$ cat src/rtl/f_fetch_seq_pkg.sv
// Shared definitions for the fetch-stage sequencer.
package f_fetch_seq_pkg;

    typedef enum logic {
        ST_FETCH = 1'b0,
        ST_DROP  = 1'b1
    } fetch_state_t;

    localparam logic [31:0] RESET_PC_DEF = 32'h0000_3000;
    localparam logic [31:0] PC_STEP      = 32'd4;

    // Sequential fetch address; wraps naturally modulo 2^32.
    function automatic logic [31:0] pc_inc(input logic [31:0] pc);
        return pc + PC_STEP;
    endfunction

endpackage

$ cat src/rtl/f_fetch_buf.sv
// One-entry holding register between instruction memory and the IF/ID stage.
// A load wins over a consume, so a simultaneous consume and load keeps the
// entry valid with the new instruction.
module f_fetch_buf
    import f_fetch_seq_pkg::*;
(
    input  logic        clk,
    input  logic        reset,
    input  logic        i_load,
    input  logic        i_consume,
    input  logic [31:0] i_instr,
    input  logic [31:0] i_pc,
    output logic        o_valid,
    output logic [31:0] o_instr,
    output logic [31:0] o_pc
);

    logic        r_valid;
    logic [31:0] r_instr;
    logic [31:0] r_pc;

    // Hold, reload or drain the buffered instruction.
    always_ff @(posedge clk) begin
        if (!reset) begin
            r_valid <= 1'b0;
            r_instr <= 32'd0;
            r_pc    <= 32'd0;
        end else if (i_load) begin
            r_valid <= 1'b1;
            r_instr <= i_instr;
            r_pc    <= i_pc;
        end else if (i_consume) begin
            r_valid <= 1'b0;
        end
    end

    assign o_valid = r_valid;
    assign o_instr = r_instr;
    assign o_pc    = r_pc;

endmodule

$ cat src/rtl/f_fetch_seq.sv
// Fetch-stage sequencer: owns the PC, issues instruction-memory requests and
// turns D-stage redirects into the correct fetch stream around the delay slot.
//
// state    | meaning
// ST_FETCH | normal fetching; in-flight word is on the correct path
// ST_DROP  | in-flight word at pc_q is wrong-path; wait for its ack, discard
module f_fetch_seq
    import f_fetch_seq_pkg::*;
#(
    parameter logic [31:0] RESET_PC = RESET_PC_DEF
) (
    input  logic        clk,
    input  logic        reset,
    input  logic        stall,
    input  logic        redirect_valid,
    input  logic [31:0] redirect_pc,
    output logic        im_req,
    output logic [31:0] im_addr,
    input  logic        im_ack,
    input  logic [31:0] im_rdata,
    output logic        F_valid,
    output logic [31:0] F_instr,
    output logic [31:0] F_pc
);

    fetch_state_t r_state;
    logic [31:0]  r_pc;
    logic         r_redir_pend;
    logic [31:0]  r_redir_q;

    logic w_consume;
    logic w_take;
    logic w_ack;
    logic w_load;
    logic w_fetch;

    assign w_fetch   = (r_state == ST_FETCH);
    assign w_consume = F_valid && !stall;
    // Redirects only matter in FETCH; in DROP the delay slot is already gone.
    assign w_take    = w_fetch && redirect_valid && !stall;

    // Request whenever the buffer can accept the word; DROP always requests
    // so the wrong-path transfer can complete. Reset masks stale acks.
    assign im_req  = reset && (!w_fetch || !(F_valid && stall));
    assign im_addr = r_pc;
    assign w_ack   = im_req && im_ack;

    // A take with a full buffer marks the returning word as wrong-path.
    assign w_load  = w_fetch && w_ack && !(w_take && F_valid);

    // PC, redirect bookkeeping and drop FSM.
    always_ff @(posedge clk) begin
        if (!reset) begin
            r_state      <= ST_FETCH;
            r_pc         <= RESET_PC;
            r_redir_pend <= 1'b0;
            r_redir_q    <= 32'd0;
        end else begin
            case (r_state)
                ST_FETCH: begin
                    if (w_take && F_valid) begin
                        r_redir_pend <= 1'b0;
                        if (w_ack) begin
                            r_pc <= redirect_pc;
                        end else begin
                            r_redir_q <= redirect_pc;
                            r_state   <= ST_DROP;
                        end
                    end else if (w_take) begin
                        if (w_ack) begin
                            r_pc         <= redirect_pc;
                            r_redir_pend <= 1'b0;
                        end else begin
                            r_redir_pend <= 1'b1;
                            r_redir_q    <= redirect_pc;
                        end
                    end else if (w_ack) begin
                        r_pc         <= r_redir_pend ? r_redir_q : pc_inc(r_pc);
                        r_redir_pend <= 1'b0;
                    end
                end
                ST_DROP: begin
                    if (w_ack) begin
                        r_pc    <= r_redir_q;
                        r_state <= ST_FETCH;
                    end
                end
                default: r_state <= ST_FETCH;
            endcase
        end
    end

    f_fetch_buf u_buf (
        .clk       (clk),
        .reset     (reset),
        .i_load    (w_load),
        .i_consume (w_consume),
        .i_instr   (im_rdata),
        .i_pc      (r_pc),
        .o_valid   (F_valid),
        .o_instr   (F_instr),
        .o_pc      (F_pc)
    );

endmodule

$ cat config.mk
export PLATFORM = sky130hd
export DESIGN_NAME = f_fetch_seq
export DESIGN_NICKNAME = d
export VERILOG_FILES = /design/src/rtl/f_fetch_seq_pkg.sv /design/src/rtl/f_fetch_buf.sv /design/src/rtl/f_fetch_seq.sv
export SDC_FILE = /design/constraint.sdc
export NUM_CORES = 1
export LEC_CHECK = 0
export BUFFER_PORTS_ARGS = -buffer_cell sky130_fd_sc_hd__buf_2
export CORE_UTILIZATION = 53
export DETAILED_ROUTE_END_ITERATION = 6
export HOLD_SLACK_MARGIN = 0.15
export PLACE_DENSITY_LB_ADDON = 0.3
export SLEW_MARGIN = 10
export SYNTH_ARGS = -nofsm -noshare
export SYNTH_HDL_FRONTEND = slang
export SYNTH_SLANG_ARGS = --single-unit
$ cat constraint.sdc
create_clock -name clk -period 2.71 [get_ports clk]
set_clock_uncertainty 0.1 [all_clocks]
set_input_delay 0.813 -clock clk [delete_from_list [all_inputs] [get_ports clk]]
set_output_delay 0.813 -clock clk [all_outputs]
set_load 0.05 [all_outputs]
==> results.txt, run 1 <==
----------------------------------------------------
[Clock tree]
  Total clock sinks ... between 100 and 150
  Clock tree from TritonCTS ... yes
  Number of levels in the clock H-tree ... 4
  Quantity of gates resized following cts ... 0
  Clk Tree Root Cell ... sky130_fd_sc_hd__clkbuf_16
  Largest buffer count on any clock path ... 2
  Clock insertion delay at the later pin of the skew report ... 0.42 ns
  Clock transition at the registers of the reported paths ... 0.06 ns
  Number of buffers created by CTS ... 17
  Quantity of hold-fixing buffers added after cts ... 0
  Setup Fix Bufs, Post-CTS ... 0

[Synthesis]
  Post-synthesis register bit count ... 131
  Syn Std Cell Area ... 6281 um^2
  Simple-Gate Fraction of Synth Area ... between 20% and 30%
  Mean instance size in the synthesized netlist ... 7.891 um^2
  Leading cell types by total area after synthesis ... sky130_fd_sc_hd__dfxtp_1 42%, sky130_fd_sc_hd__nand2_1 13%, sky130_fd_sc_hd__a21boi_0 10%
  Cell type with the largest total area after synthesis ... sky130_fd_sc_hd__dfxtp_1
  Fraction of the mapped netlist area in adder cells ... less than 1%
  Cells after Synth ... 796
  Number of enable flip-flop cells after synthesis ... 0
  Part of the Yosys area used for sequential elements ... 41.75%
  Area share of the leading cell type in the synthesized netlist ... 41.75%
  Number of synthesis warnings ... 0
  Async S/R FF share, synth ... 0%
  Netlist cell types ... 61
  Parity-gate share of the synthesized area counting xor and xnor cells ... 1.255%
  Most frequently used flop master after synthesis ... sky130_fd_sc_hd__dfxtp_1
  Synthesized-area fraction occupied by ao, oa, aoi and oai cells ... 25.80%
  Syn nets ... 866
  Combinational family with the most area after synthesis ... compound AO/OA/AOI/OAI gates
  Portion of netlist area occupied by mux cells ... less than 1%

[STA]
  Setup TNS ... 0 ns
  Worst slew slack as a fraction of its limit ... between 40% and 50%
  Final critical path time including I/O delays and setup ... ~2.5 ns
  Final Hold Viols ... 0
  Final worst slack ... 0.2245 ns
  Share of the cycle needed by the critical path after routing ... 91.71%
  Max Freq ... around 400 MHz
  Final Slew Violations ... 0
  Worst hold slack across all endpoints ... 0.3478 ns
  Final setup viols ... 0
  RSZ-0062 raised after global routing ... no
  Tightest Pin Transition ... approximately 0.77 ns

[Worst setup path]
  Worst endpoint data arrival time ... ~1.6 ns
  Kind of end point of the critical path ... output port
  WS Path Type ... input port to output port
  Library cell contributing the largest single delay on the critical path ... sky130_fd_sc_hd__buf_2
  Worst Path Max Fanout ... 10
  Cell occurring most often along the worst timing path ... sky130_fd_sc_hd__buf_2
  Top Family by Delay on Critical Path ... buffers and inverters
  Largest stage delay, worst path ... 0.25 ns
  Startpoint type of the worst setup path ... input port
  Number of buffers and inverters on the critical path ... 2
  Cell-by-cell trace of the critical path ... buf_2 > and3b_1 > nor2b_4 > buf_2
  Required @ worst endpoint ... 1.80 ns

[Power and ir drop]
  Switching Share ... 28.77%
  Power density over the cells ... 647.6 nW/um^2
  Static leakage ... 3.338 nW
  Net switching power ... 1.494 mW
  Sequential share of power ... between 40% and 50%
  Combinational power share ... 16.5%
  Clk pwr share ... 43.2%
  Tot Pwr ... between 5 and 6 mW
  Worst voltage drop across the vdd grid ... ~0.47 mV
  Int Power ... 3.700 mW

[Min path]
  Worst hold path class ... flip-flop to flip-flop

[Place]
  Global placement routability congestion ... between 0.9 and 1
  I/O Buffers ... between 150 and 200
  Setup slack after placement ... 0.1763 ns
  HPWL after detailed placement ... between 10000 and 15000 um
  Post-DP Area ... 7443 um^2

[GRT]
  Pin count of the biggest net entering global routing ... ~120
  Total global routing overflow ... 0
  Aggregate global-route resource usage ... 29.94%
  Number of global-route vias before repair ... ~5800
  Wire length of the first global-routing pass ... 29650 um
  Number of antenna violations at the first check in global routing ... 0

[Floorplan]
  Number of ports placed on the die boundary ... between 150 and 200
  Die height ... around 110 um
  DIE WIDTH ... between 100 and 150 um
  Initial core utilization ... 54.77%
  Core Rows ... 39
  Total die area ... 12290 um^2
  Total core area ... 11470 um^2

[Drt]
  Drt first-iter violations ... 565
  # DRC ... 0
  Routed wire per std cell ... 16.76 um
  Post-detailed-routing wire length ... 18680 um
  Total via count after detailed routing ... 6536
  Pre-Repair DR Iteration Count ... 6
  Routed via count divided by cell count ... ~6
  Final antenna-violating net count ... 0

[Layout]
  Fraction of layout cells with a size suffix above 1 ... a little over a quarter
  Net count, final ... 1029
  Layout overhead on the synthesized area ... 27.69%
  Most common cell after layout, fill and taps aside ... sky130_fd_sc_hd__nand2_1
  Total inserted antenna cells ... 0
  Number of filler instances in the final layout ... just under 1000
  Commonest cells after routing, fill and taps aside ... 224 x sky130_fd_sc_hd__nand2_1, 165 x sky130_fd_sc_hd__buf_2, 131 x sky130_fd_sc_hd__dfxtp_1
  Post-route standard cell area excluding fillers ... around 8000 um^2

[Outcome]
  Run status ... finished clean

[Run]
  Number of max-capacitance violations reported ... 0

----------------------------------------------------
==> metrics by stage <==
step / util [%] / cells
global placement: 64.91 / 1083
detailed placement: 64.91 / 1083
floorplan: - / 796
global route: 69.94 / 1114
finish: 69.94 / 1114
CTS: 69.94 / 1114
==> worst min-delay path: stages (launching register included) <==
cell and delay, ns:
sky130_fd_sc_hd__dfxtp_1 0.30, sky130_fd_sc_hd__nand2_1 0.05, sky130_fd_sc_hd__a21boi_1 0.05
==> power by group through the flow <==
| stage | clock, mW | combinational [mW] | sequential (mW) |
|---|---|---|---|
| after floorplan | 0 | 0.339 | 2.35 |
| after global placement | 0 | 0.833 | 2.13 |
| after detailed placement | 0 | 0.840 | 2.13 |
| after CTS | 2.25 | 0.846 | 2.09 |
| after global routing | 2.34 | 0.911 | 2.10 |
| final | 2.24 | 0.856 | 2.10 |
==> area by class of cell <==
| class | instances | area [um^2] | area share (%) |
|---|---|---|---|
| Tap cell | 143 | 178.9 | 2.231 |
| Timing Repair Buffer | 209 | 1231 | 15.35 |
| Sequential cell | 131 | 2623 | 32.70 |
| Clock inverter | 11 | 110.1 | 1.373 |
| Clock buffer | 20 | 466.7 | 5.819 |
| Inverter | 11 | 41.29 | 0.5148 |
| Multi-Input combinational cell | 589 | 3369 | 42.01 |
==> state kept, by name, summed over array words and instances, names as in the netlist <==
signal,flops
im_addr,32
r_redir_pend,1
r_redir_q,32
r_state,1
u_buf.o_instr,32
u_buf.o_pc,32
u_buf.o_valid,1
==> per-layer routing <==
layer | global-route usage [%] | up-vias | wire (um)
met3 | 7.108 | 39 | 1913
met2 | 45.05 | 397 | 8301
met5 | 0 | - | 0
li1 | - | 3108 | -
met4 | 12.44 | 0 | 405
met1 | 41.08 | 2992 | 8054
==> worst paths after layout <==
kind / start / endpoint / slack (ns) / cells after the start
hold / removal: u_buf.o_instr[7] / u_buf.o_instr[7] / 0.35 / 2
hold reg to reg: u_buf.o_instr[7] / u_buf.o_instr[7] / 0.35 / 2
setup reg to reg: im_addr[3] / im_addr[28] / 0.45 / 5
setup / recovery: stall / im_req / 0.22 / 4
==> cell usage after synthesis (2+ instances only) <==
master / number
sky130_fd_sc_hd__nand2_1: 225
sky130_fd_sc_hd__dfxtp_1: 131
sky130_fd_sc_hd__a21boi_0: 86
sky130_fd_sc_hd__clkbuf_1: 41
sky130_fd_sc_hd__a21oi_1: 29
sky130_fd_sc_hd__o21ai_0: 27
sky130_fd_sc_hd__nand3_1: 23
sky130_fd_sc_hd__nor2_1: 22
sky130_fd_sc_hd__buf_2: 19
sky130_fd_sc_hd__a21boi_1: 15
sky130_fd_sc_hd__nand4_1: 14
sky130_fd_sc_hd__nor3_1: 12
sky130_fd_sc_hd__inv_1: 11
sky130_fd_sc_hd__xnor2_1: 9
sky130_fd_sc_hd__nor3b_1: 8
sky130_fd_sc_hd__nor4_1: 8
sky130_fd_sc_hd__a211oi_1: 6
sky130_fd_sc_hd__o211a_1: 6
sky130_fd_sc_hd__o221a_2: 6
sky130_fd_sc_hd__or3_1: 6
sky130_fd_sc_hd__a22oi_1: 5
sky130_fd_sc_hd__a31oi_1: 5
sky130_fd_sc_hd__and4_1: 5
sky130_fd_sc_hd__buf_1: 5
sky130_fd_sc_hd__nand2b_1: 5
sky130_fd_sc_hd__o211ai_1: 5
sky130_fd_sc_hd__o21ai_1: 5
sky130_fd_sc_hd__a22o_1: 4
sky130_fd_sc_hd__a32o_1: 4
sky130_fd_sc_hd__and3_1: 4
sky130_fd_sc_hd__nor2b_1: 3
sky130_fd_sc_hd__o221ai_1: 3
sky130_fd_sc_hd__o22ai_1: 3
sky130_fd_sc_hd__o311ai_0: 3
sky130_fd_sc_hd__o31ai_1: 3
sky130_fd_sc_hd__and2_1: 2
sky130_fd_sc_hd__and3b_1: 2
sky130_fd_sc_hd__mux2i_1: 2
sky130_fd_sc_hd__o21a_1: 2
==> logic make-up after synthesis <==
logic type / Yosys count
AO/OA/AOI/OAI: 227
multiplexers: 2
buffers and inverters: 76
flip-flops: 131
XOR/XNOR: 9
AND/OR/NAND/NOR: 350
adder cells (fa/ha/maj): 1
No activity file was read; power rests on OpenSTA's default activity.
==> run 2, diff against run 1 <==
--- a/config.mk
+++ b/config.mk
@@ -7,7 +7,9 @@
 export LEC_CHECK = 0
 export BUFFER_PORTS_ARGS = -buffer_cell sky130_fd_sc_hd__buf_2
 export CORE_UTILIZATION = 53
+export CTS_BUF_LIST = sky130_fd_sc_hd__clkbuf_4 sky130_fd_sc_hd__clkbuf_8 sky130_fd_sc_hd__clkbuf_16
 export DETAILED_ROUTE_END_ITERATION = 6
+export GPL_TIMING_DRIVEN = 0
 export HOLD_SLACK_MARGIN = 0.15
 export PLACE_DENSITY_LB_ADDON = 0.3
 export SLEW_MARGIN = 10
==> results.txt, run 2 (synthesized netlist as in run 1, its figures left out) <==
----------------------------------------------------
[Outcome]
  Run status ... finished clean

[Worst setup path]
  Startpoint type of the worst setup path ... input port
  Kind of end point of the critical path ... output port
  FF-to-FF setup slack ... 0.26 ns (-0.19 ns)
  Required @ worst endpoint ... 1.80 ns (about the same)
  R2R Path End ... im_addr[21]
  Worst Path Max Fanout ... 13 (+3)
  Worst r2r path cells ... 6 (+1)
  WS Path Type ... input port to output port
  Setup crit start ... reset
  Capture point of the worst path ... im_req
  Worst r2r src ... im_addr[6]
  Worst endpoint data arrival time ... 1.76 ns (+0.19 ns)

[Power and ir drop]
  Static leakage ... 3.283 nW (-1.7%)
  Clk pwr share ... 45.2% (+2.0 points)
  Power density over the cells ... 670.7 nW/um^2 (+3.6%)
  Tot Pwr ... 5.333 mW (+2.7%)
  Combinational power share ... 15.4% (-1.1 points)
  Worst voltage drop across the vdd grid ... 0.4926 mV (+4.6%)
  Net switching power ... 1.502 mW (+0.49%)
  Sequential share of power ... 39.4% (-0.9 points)
  Int Power ... 3.831 mW (+3.6%)
  Switching Share ... 28.16% (-0.61 points)

[Drt]
  Total via count after detailed routing ... 6525 (-0.17%)
  Routed via count divided by cell count ... 5.749 (-2.0%)
  Pre-Repair DR Iteration Count ... 5 (-1)
  # DRC ... 0 (unchanged)
  Drt first-iter violations ... 812 (+44%)
  Final antenna-violating net count ... 0 (unchanged)
  Routed wire per std cell ... 16.89 um (+0.73%)
  Post-detailed-routing wire length ... 19170 um (+2.6%)

[GRT]
  Number of antenna violations at the first check in global routing ... 0 (unchanged)
  Number of global-route vias before repair ... 5847 (+0.91%)
  Pin count of the biggest net entering global routing ... 17 (-86%)
  Total global routing overflow ... 0 (unchanged)
  Aggregate global-route resource usage ... 31.48% (+1.5 points)
  Wire length of the first global-routing pass ... 30760 um (+3.7%)

[Clock tree]
  Largest buffer count on any clock path ... 2 (unchanged)
  Number of levels in the clock H-tree ... 4 (unchanged)
  Clk Tree Root Cell ... sky130_fd_sc_hd__clkbuf_16
  Total clock sinks ... 131 (unchanged)
  Clock transition at the registers of the reported paths ... 0.06 ns (about the same)
  Clock tree from TritonCTS ... yes
  Number of buffers created by CTS ... 17 (unchanged)
  Clock insertion delay at the later pin of the skew report ... 0.42 ns (about the same)
  Setup Fix Bufs, Post-CTS ... 0 (unchanged)

[STA]
  Share of the cycle needed by the critical path after routing ... 98.73% (+7.0 points)
  Max Freq ... 373.8 MHz (-7.1%)
  Worst slew slack as a fraction of its limit ... 43.03% (-5.1 points)
  RSZ-0062 raised after global routing ... no
  Final setup viols ... 0 (unchanged)
  Final critical path time including I/O delays and setup ... 2.676 ns (+0.1901 ns)
  Final worst slack ... 0.03441 ns (-0.1901 ns)
  Final Slew Violations ... 0 (unchanged)
  Final Hold Viols ... 0 (unchanged)
  Tightest Pin Transition ... 0.8467 ns (+0.07254 ns)

[Floorplan]
  Number of ports placed on the die boundary ... 167 (unchanged)
  Total die area ... 12290 um^2 (unchanged)
  Total core area ... 11470 um^2 (unchanged)
  DIE WIDTH ... 110.9 um (unchanged)
  Core Rows ... 39 (unchanged)
  Initial core utilization ... 54.77% (unchanged)
  Die height ... 110.9 um (unchanged)

[Layout]
  Commonest cells after routing, fill and taps aside ... 225 x sky130_fd_sc_hd__nand2_1, 182 x sky130_fd_sc_hd__buf_2, 131 x sky130_fd_sc_hd__dfxtp_1
  Fraction of layout cells with a size suffix above 1 ... 23.89% (-2.8 points)
  Layout overhead on the synthesized area ... 26.59%
  Most common cell after layout, fill and taps aside ... sky130_fd_sc_hd__nand2_1
  Total inserted antenna cells ... 0 (unchanged)
  Post-route core utilization ... 69.34% (-0.60 points)
  Net count, final ... 1049 (+1.9%)

[Min path]
  Worst hold path cell count ... 2 (unchanged)
  Worst hold path class ... flip-flop to flip-flop

[Place]
  Setup slack after placement ... -0.7415 ns (-0.9178 ns)
  HPWL after detailed placement ... 13980 um (+8.9%)
  I/O Buffers ... 165 (-0.60%)
  Global placement routability congestion ... 0.9259 (+0.82%)

[Run]
  Number of max-capacitance violations reported ... 0 (unchanged)

----------------------------------------------------
[run 2: cell count changes in the layout (fill, tap and decap cells not counted), moves of 4 or more]
cell                       before  now
sky130_fd_sc_hd__clkbuf_1       0   35
sky130_fd_sc_hd__buf_1          0    4
sky130_fd_sc_hd__clkbuf_2       0    4
sky130_fd_sc_hd__clkinv_2       7    2
sky130_fd_sc_hd__buf_2        165  182
sky130_fd_sc_hd__buf_4         38    2
sky130_fd_sc_hd__buf_12         6    0
[run 2: area by class of cell]
cell class / count / area (um^2)
well taps: 143 / 178.9
clock buffers: 24 / 503.0
multi-input cells: 589 / 3362
fillers: 980 / 3516
plain buffers: 64 / 289.0
flip-flops and latches: 131 / 2623
inverters: 11 / 41.29
repair buffers: 165 / 830.8
clock inverters: 8 / 123.9
[run 2: power by group through the flow]
| stage | Sequential (mW) | Combinational (mW) | Clock [mW] |
|---|---|---|---|
| after floorplan | 2.35 | 0.339 | 0 |
| after global placement | 2.13 | 0.798 | 0 |
| after detailed placement | 2.14 | 0.803 | 0 |
| after CTS | 2.10 | 0.811 | 2.43 |
| after global routing | 2.11 | 0.879 | 2.51 |
| final | 2.10 | 0.822 | 2.41 |
[run 2: per-layer routing]
metal	vias to the layer above	share of wire [%]	GRT usage, %
li1	3163	-	-
met1	2954	43	41.72
met2	369	45	48.53
met3	39	11	9.185
met4	0	2.2	11.56
met5	-	0	0
[run 2: worst max-delay path: stages]
cell and delay (ns):
sky130_fd_sc_hd__buf_4 0.19, sky130_fd_sc_hd__clkbuf_8 0.21, sky130_fd_sc_hd__clkbuf_8 0.19, sky130_fd_sc_hd__nor2b_4 0.15
sky130_fd_sc_hd__buf_4 0.20
[run 2: how the worst min path moves through the flow]
stage                         from             end  slack, ns
detailed placement  u_buf.o_pc[19]  u_buf.o_pc[19]       0.34
CTS                 u_buf.o_pc[19]  u_buf.o_pc[19]       0.35
floorplan             r_redir_q[2]    r_redir_q[2]       0.33
finish              u_buf.o_pc[19]  u_buf.o_pc[19]       0.35
global route         u_buf.o_pc[7]   u_buf.o_pc[7]       0.37
global placement    u_buf.o_pc[18]  u_buf.o_pc[18]       0.34
[run 2: what timing repair did]
action                     in CTS  in global routing
cloned                          0                  0
resized for setup               6                  7
setup endpoints to repair       1                  8
hold buffers                    0                  0
[run 2: through the flow]
stage / hold slack (ns) / area [um^2] / TNS, ns / cells
after CTS: 0.3501 / 7941 / 0 / 1135
after floorplan: 0.3319 / 6291 / 0 / 796
after global placement: 0.3376 / 7296 / -12.75 / 1104
final: 0.3487 / 7951 / 0 / 1135
after detailed placement: 0.3423 / 7296 / -13.11 / 1104
after global routing: 0.3699 / 7951 / 0 / 1135
